**src/rtl/bus_reg_bank.sv**
```systemverilog
// bus_reg_bank: architectural register bank on the consuming side of the
// 16-bit data bus. AR/IR/PC are 8 bits wide and take the low byte of BUS;
// R/S/T/U/AC are 16 bits wide. PC, R and AC can also increment, R and AC
// can be cleared, AC can load the ALU result, and Z is a registered flag
// that records whether the last value written to AC was zero.
module bus_reg_bank (
    input  logic        Clk,
    input  logic        Rst,
    input  logic [15:0] BUS,
    input  logic [7:0]  Load,
    input  logic [2:0]  Inc,
    input  logic [1:0]  Clr,
    input  logic        AluLd,
    input  logic [15:0] AluOut,
    output logic [7:0]  AR,
    output logic [7:0]  IR,
    output logic [7:0]  PC,
    output logic [15:0] R,
    output logic [15:0] S,
    output logic [15:0] T,
    output logic [15:0] U,
    output logic [15:0] AC,
    output logic        Z
);

    logic [7:0]  bus_low;
    logic [7:0]  pc_next;
    logic [15:0] r_next;
    logic [15:0] ac_next;
    logic        ac_write;

    assign bus_low = BUS[7:0];

    // Next-state selection for the registers that have more than one update
    // source; each register resolves its own priority independently.
    always_comb begin
        pc_next  = PC;
        r_next   = R;
        ac_next  = AC;
        ac_write = 1'b0;

        if (Load[2]) begin
            pc_next = bus_low;
        end else if (Inc[0]) begin
            pc_next = PC + 8'd1;
        end

        if (Clr[0]) begin
            r_next = 16'h0000;
        end else if (Load[3]) begin
            r_next = BUS;
        end else if (Inc[1]) begin
            r_next = R + 16'd1;
        end

        if (Clr[1]) begin
            ac_next  = 16'h0000;
            ac_write = 1'b1;
        end else if (AluLd) begin
            ac_next  = AluOut;
            ac_write = 1'b1;
        end else if (Load[7]) begin
            ac_next  = BUS;
            ac_write = 1'b1;
        end else if (Inc[2]) begin
            ac_next  = AC + 16'd1;
            ac_write = 1'b1;
        end
    end

    // State register: synchronous reset clears everything and sets Z;
    // Z follows the value being written into AC, not the old AC.
    always_ff @(posedge Clk) begin
        if (Rst) begin
            AR <= 8'h00;
            IR <= 8'h00;
            PC <= 8'h00;
            R  <= 16'h0000;
            S  <= 16'h0000;
            T  <= 16'h0000;
            U  <= 16'h0000;
            AC <= 16'h0000;
            Z  <= 1'b1;
        end else begin
            if (Load[0]) begin
                AR <= bus_low;
            end
            if (Load[1]) begin
                IR <= bus_low;
            end
            if (Load[4]) begin
                S <= BUS;
            end
            if (Load[5]) begin
                T <= BUS;
            end
            if (Load[6]) begin
                U <= BUS;
            end
            PC <= pc_next;
            R  <= r_next;
            AC <= ac_next;
            if (ac_write) begin
                Z <= (ac_next == 16'h0000);
            end
        end
    end

endmodule

```
**config.mk**
```make
export PLATFORM = sky130hd
export DESIGN_NAME = bus_reg_bank
export DESIGN_NICKNAME = d
export VERILOG_FILES = /design/src/rtl/bus_reg_bank.sv
export SDC_FILE = /design/constraint.sdc
export NUM_CORES = 1
export LEC_CHECK = 0
export ABC_AREA = 0
export BUFFER_PORTS_ARGS = -buffer_cell sky130_fd_sc_hd__buf_2
export CAP_MARGIN = 30
export CORE_UTILIZATION = 37
export CTS_CLUSTER_DIAMETER = 60
export DETAILED_ROUTE_END_ITERATION = 16
export PLACE_DENSITY = 0.66
export SYNTH_ARGS = -nofsm -noshare
export SYNTH_HDL_FRONTEND = slang
export SYNTH_SLANG_ARGS = --single-unit
```
**constraint.sdc**
```tcl
create_clock -name Clk -period 2.7 [get_ports Clk]
set_input_delay 0 -clock Clk [delete_from_list [all_inputs] [get_ports Clk]]
set_output_delay 0 -clock Clk [all_outputs]
set_load 0.01 [all_outputs]
```
==> run metrics <==
Peak supply drop=316.8 uV; startpoint type of the worst setup path=register; pre-CTS setup slack=0.3176 ns; worst-case clock buffer depth=2; global-route wire length before repair=21350 um; Chip Width=114.3 um; area inside the core boundary=12160 um2; total half-perimeter wirelength after legalization and detailed placement=9521 um; static power due to leakage=approximately 2.8 nW; pin slew with the least headroom to its limit=0.7042 ns; synth-to-layout area growth=27.05%; non-filler instance count after layout=847; number of routed nets with antenna violations=0; startpoint of the worst register-to-register path=AC[0]; share of the yosys chip area belonging to registers=45.08%; Post-Route Skew=0.003673 ns; number of antenna diodes=0; endpoint of the worst hold-timing path=R[13]; number of rows created at floorplan=40; number of top-level design ports=between 150 and 200; achievable clock frequency=405.9 MHz; Hold Violations, Final=0; required arrival time at the worst endpoint=2.99 ns; Reg2Reg Setup Slack=between 0.2 and 0.25 ns; setup slack after layout=0.2361 ns; clock buffers created by TritonCTS=9; Pre-antenna DRT Iters=4; largest fanout on the critical path=6; CTS tree=built; number of warnings printed during yosys synthesis=0; type of the most critical hold path=in -> reg; number of cell instances on the worst register-to-register path=8; Fin Hold WS=roughly 0.014 ns; number of global-route vias before repair=about 4200; Reg-to-Reg End=Z; cell chosen for the clock root=sky130_fd_sc_hd__clkbuf_16; clock sink total=105; aggregate global routing overflow=0; post-route fraction of the period consumed by the critical path=91.26%; flip-flop and latch count after synthesis=around 110; Placement Cell Area=~5500 um2; Hold Path Cell Cnt=3; H-tree depth=3; Port Buffer Count=~150; Final Instance Area=5924 um2; total length of routed wires=13440 um; Nets=725; number of pins exceeding their max-slew limit in the final report=0; placer's final routability congestion estimate=0.8819; fraction of the core area covered by cells at the end of the flow=48.71%; number of failing setup endpoints in the final timing report=0; Die Span Y=114.3 um; worst-case headroom to the max-slew limit=53.06%; Power, Total=3.419 mW; final total negative setup slack=0 ns; number of filler cells placed in the layout=1183; hold wc startpoint=BUS[13]; number of antenna violations at the first check in global routing=0; DR iter-0 viols=between 150 and 200; setup repair after global routing missed its margin=no; shortest clock period the worst path allows after layout=2.464 ns; Arr. time, crit path=2.75 ns; Post-Syn Area per Cell=8.716 um2; ratio of cells with drive above 1 in the final layout=about a quarter; startpoint-to-endpoint class of the critical path=reg -> reg; ratio of routed vias to standard cells=5.001; Remaining DRCs=0; Max-cap violations=0; cell count after placement=816; number of unique standard cell types used by synthesis=44; insertion delay to the later sink of the worst-skew pair=0.35 ns; routed via count=4236; endpoint class of the critical path=register; pin count of the biggest net entering global routing=50; total power per unit cell area=577.1 nW/um2; post-CTS repair timing setup buffer count=0; clock slew at the register clock pins of the worst setup and hold paths=about 0.07 ns; Die Outline Area=13060 um2; cell area after synthesis=4663 um2; gate count after technology mapping=535; Routed wire per std cell=15.87 um; number of nets in the synthesized netlist=586; result of the run=completed; global routing usage summed across all routing layers=21.29%; effective utilization at floorplan=around two fifths
cells in the final DEF (no fill, tap or decap), types with 4 or more instances in the layout:
master | Yosys | final
sky130_fd_sc_hd__nor2_1 | 129 | 129
sky130_fd_sc_hd__a211oi_1 | 4 | 4
sky130_fd_sc_hd__or2_2 | 4 | 4
sky130_fd_sc_hd__a21oi_1 | 33 | 33
sky130_fd_sc_hd__o21ai_0 | 12 | 12
sky130_fd_sc_hd__buf_2 | 0 | 152
sky130_fd_sc_hd__clkbuf_16 | 0 | 9
sky130_fd_sc_hd__inv_1 | 7 | 7
sky130_fd_sc_hd__xnor2_1 | 12 | 12
sky130_fd_sc_hd__dlygate4sd3_1 | 0 | 15
sky130_fd_sc_hd__nand2b_1 | 5 | 5
sky130_fd_sc_hd__nor2b_1 | 6 | 6
sky130_fd_sc_hd__xor2_1 | 16 | 16
sky130_fd_sc_hd__nand2_1 | 22 | 22
sky130_fd_sc_hd__nand3_1 | 13 | 13
sky130_fd_sc_hd__nor3_1 | 5 | 5
sky130_fd_sc_hd__dfxtp_1 | 105 | 105
sky130_fd_sc_hd__or3_1 | 4 | 4
sky130_fd_sc_hd__nand4_1 | 7 | 7
sky130_fd_sc_hd__nor4_1 | 4 | 4
sky130_fd_sc_hd__mux2i_1 | 71 | 71
worst max path at each step:
stage / from / to / slack (ns) / cells past startpoint
floorplan: AC[0] / Z / 0.58 / 8
global placement: AC[0] / Z / 0.43 / 8
detailed placement: AC[0] / Z / 0.32 / 8
CTS: AC[0] / Z / 0.21 / 8
global route: AC[0] / Z / 0.007 / 8
finish: AC[0] / Z / 0.24 / 8
metal layers:
metal	share of wire [%]	track usage (%)
met2	46	34.87
met3	6.4	5.453
met1	46	27.00
met4	1.5	7.792
met5	0	0
flip-flops by register name, summed over array words and instances (netlist names):
| signal | cells |
|---|---|
| AC | 16 |
| AR | 8 |
| IR | 8 |
| PC | 8 |
| R | 16 |
| S | 16 |
| T | 16 |
| U | 16 |
| Z | 1 |
cell usage after synthesis:
master	n	area share, %
sky130_fd_sc_hd__a211oi_1	4	0.64
sky130_fd_sc_hd__a21o_1	1	0.16
sky130_fd_sc_hd__a21oi_1	33	3.5
sky130_fd_sc_hd__a221o_1	2	0.43
sky130_fd_sc_hd__a221oi_1	3	0.56
sky130_fd_sc_hd__a22oi_1	1	0.16
sky130_fd_sc_hd__a2bb2oi_1	1	0.19
sky130_fd_sc_hd__a311oi_1	1	0.19
sky130_fd_sc_hd__a31o_1	1	0.19
sky130_fd_sc_hd__a31oi_1	2	0.27
sky130_fd_sc_hd__a32oi_1	2	0.38
sky130_fd_sc_hd__a41oi_2	1	0.35
sky130_fd_sc_hd__and2_1	1	0.13
sky130_fd_sc_hd__and3_1	2	0.27
sky130_fd_sc_hd__and4_1	3	0.56
sky130_fd_sc_hd__buf_1	3	0.24
sky130_fd_sc_hd__buf_4	1	0.16
sky130_fd_sc_hd__clkbuf_1	36	2.9
sky130_fd_sc_hd__dfxtp_1	105	45
sky130_fd_sc_hd__ha_1	3	0.81
sky130_fd_sc_hd__inv_1	7	0.56
sky130_fd_sc_hd__mux2i_1	71	15
sky130_fd_sc_hd__nand2_1	22	1.8
sky130_fd_sc_hd__nand2b_1	5	0.67
sky130_fd_sc_hd__nand3_1	13	1.4
sky130_fd_sc_hd__nand4_1	7	0.94
sky130_fd_sc_hd__nand4_4	1	0.46
sky130_fd_sc_hd__nor2_1	129	10
sky130_fd_sc_hd__nor2b_1	6	0.81
sky130_fd_sc_hd__nor3_1	5	0.54
sky130_fd_sc_hd__nor3b_1	3	0.48
sky130_fd_sc_hd__nor4_1	4	0.54
sky130_fd_sc_hd__nor4bb_1	1	0.21
sky130_fd_sc_hd__o21a_1	1	0.16
sky130_fd_sc_hd__o21ai_0	12	1.3
sky130_fd_sc_hd__o21ai_1	1	0.11
sky130_fd_sc_hd__o31a_1	1	0.19
sky130_fd_sc_hd__o31ai_1	2	0.32
sky130_fd_sc_hd__or2_2	4	0.54
sky130_fd_sc_hd__or3_1	4	0.54
sky130_fd_sc_hd__or3_4	1	0.24
sky130_fd_sc_hd__or4_1	1	0.16
sky130_fd_sc_hd__xnor2_1	12	2.3
sky130_fd_sc_hd__xor2_1	16	3.0
logic make-up (layout without fill, tap and decap cells):
group | after synthesis | after routing | synth area share (%)
AOI/OAI and AO/OA | 69 | 69 | 9.123
xor gates and xnor gates | 28 | 28 | 5.259
adders and majority gates | 3 | 3 | 0.8050
buffers and inverters | 47 | 191 | 3.864
DFF | 105 | 105 | 45.08
muxes | 71 | 71 | 15.24
and+or+nand+nor | 212 | 212 | 20.63
layout make-up:
class                   instances  area [um2]  share of cell area, %
clock buffers                  12       246.5                  4.161
repair buffers                168       930.9                  15.71
inverters                       7       26.28                 0.4435
well taps                     168       210.2                  3.548
multi-input cells             383        2381                  40.19
flip-flops and latches        105        2102                  35.48
clock inverters                 4       27.53                 0.4646
where the power goes:
part	leakage, nW	internal, mW	total, mW	switching, mW
clock	0.137	0.654	1.23	0.573
combinational	1.82	0.211	0.498	0.287
sequential	0.865	1.63	1.69	0.0614
total	2.82	2.50	3.42	0.921
what timing repair did:
item / in CTS / in global routing
resized for setup: 0 / 0
hold endpoints to repair: 23 / 0
hold buffers: 15 / 0
worst max-delay path, cell delays in order, from the launching register on:
cell	delay, ns
sky130_fd_sc_hd__dfxtp_1	0.43
sky130_fd_sc_hd__ha_1	0.27
sky130_fd_sc_hd__nand4_1	0.21
sky130_fd_sc_hd__nor4_1	0.40
sky130_fd_sc_hd__xor2_1	0.11
sky130_fd_sc_hd__or2_2	0.31
sky130_fd_sc_hd__a221oi_1	0.38
sky130_fd_sc_hd__a41oi_2	0.17
sky130_fd_sc_hd__o21ai_1	0.13
Note: power is estimated with default switching activity, not from simulation.
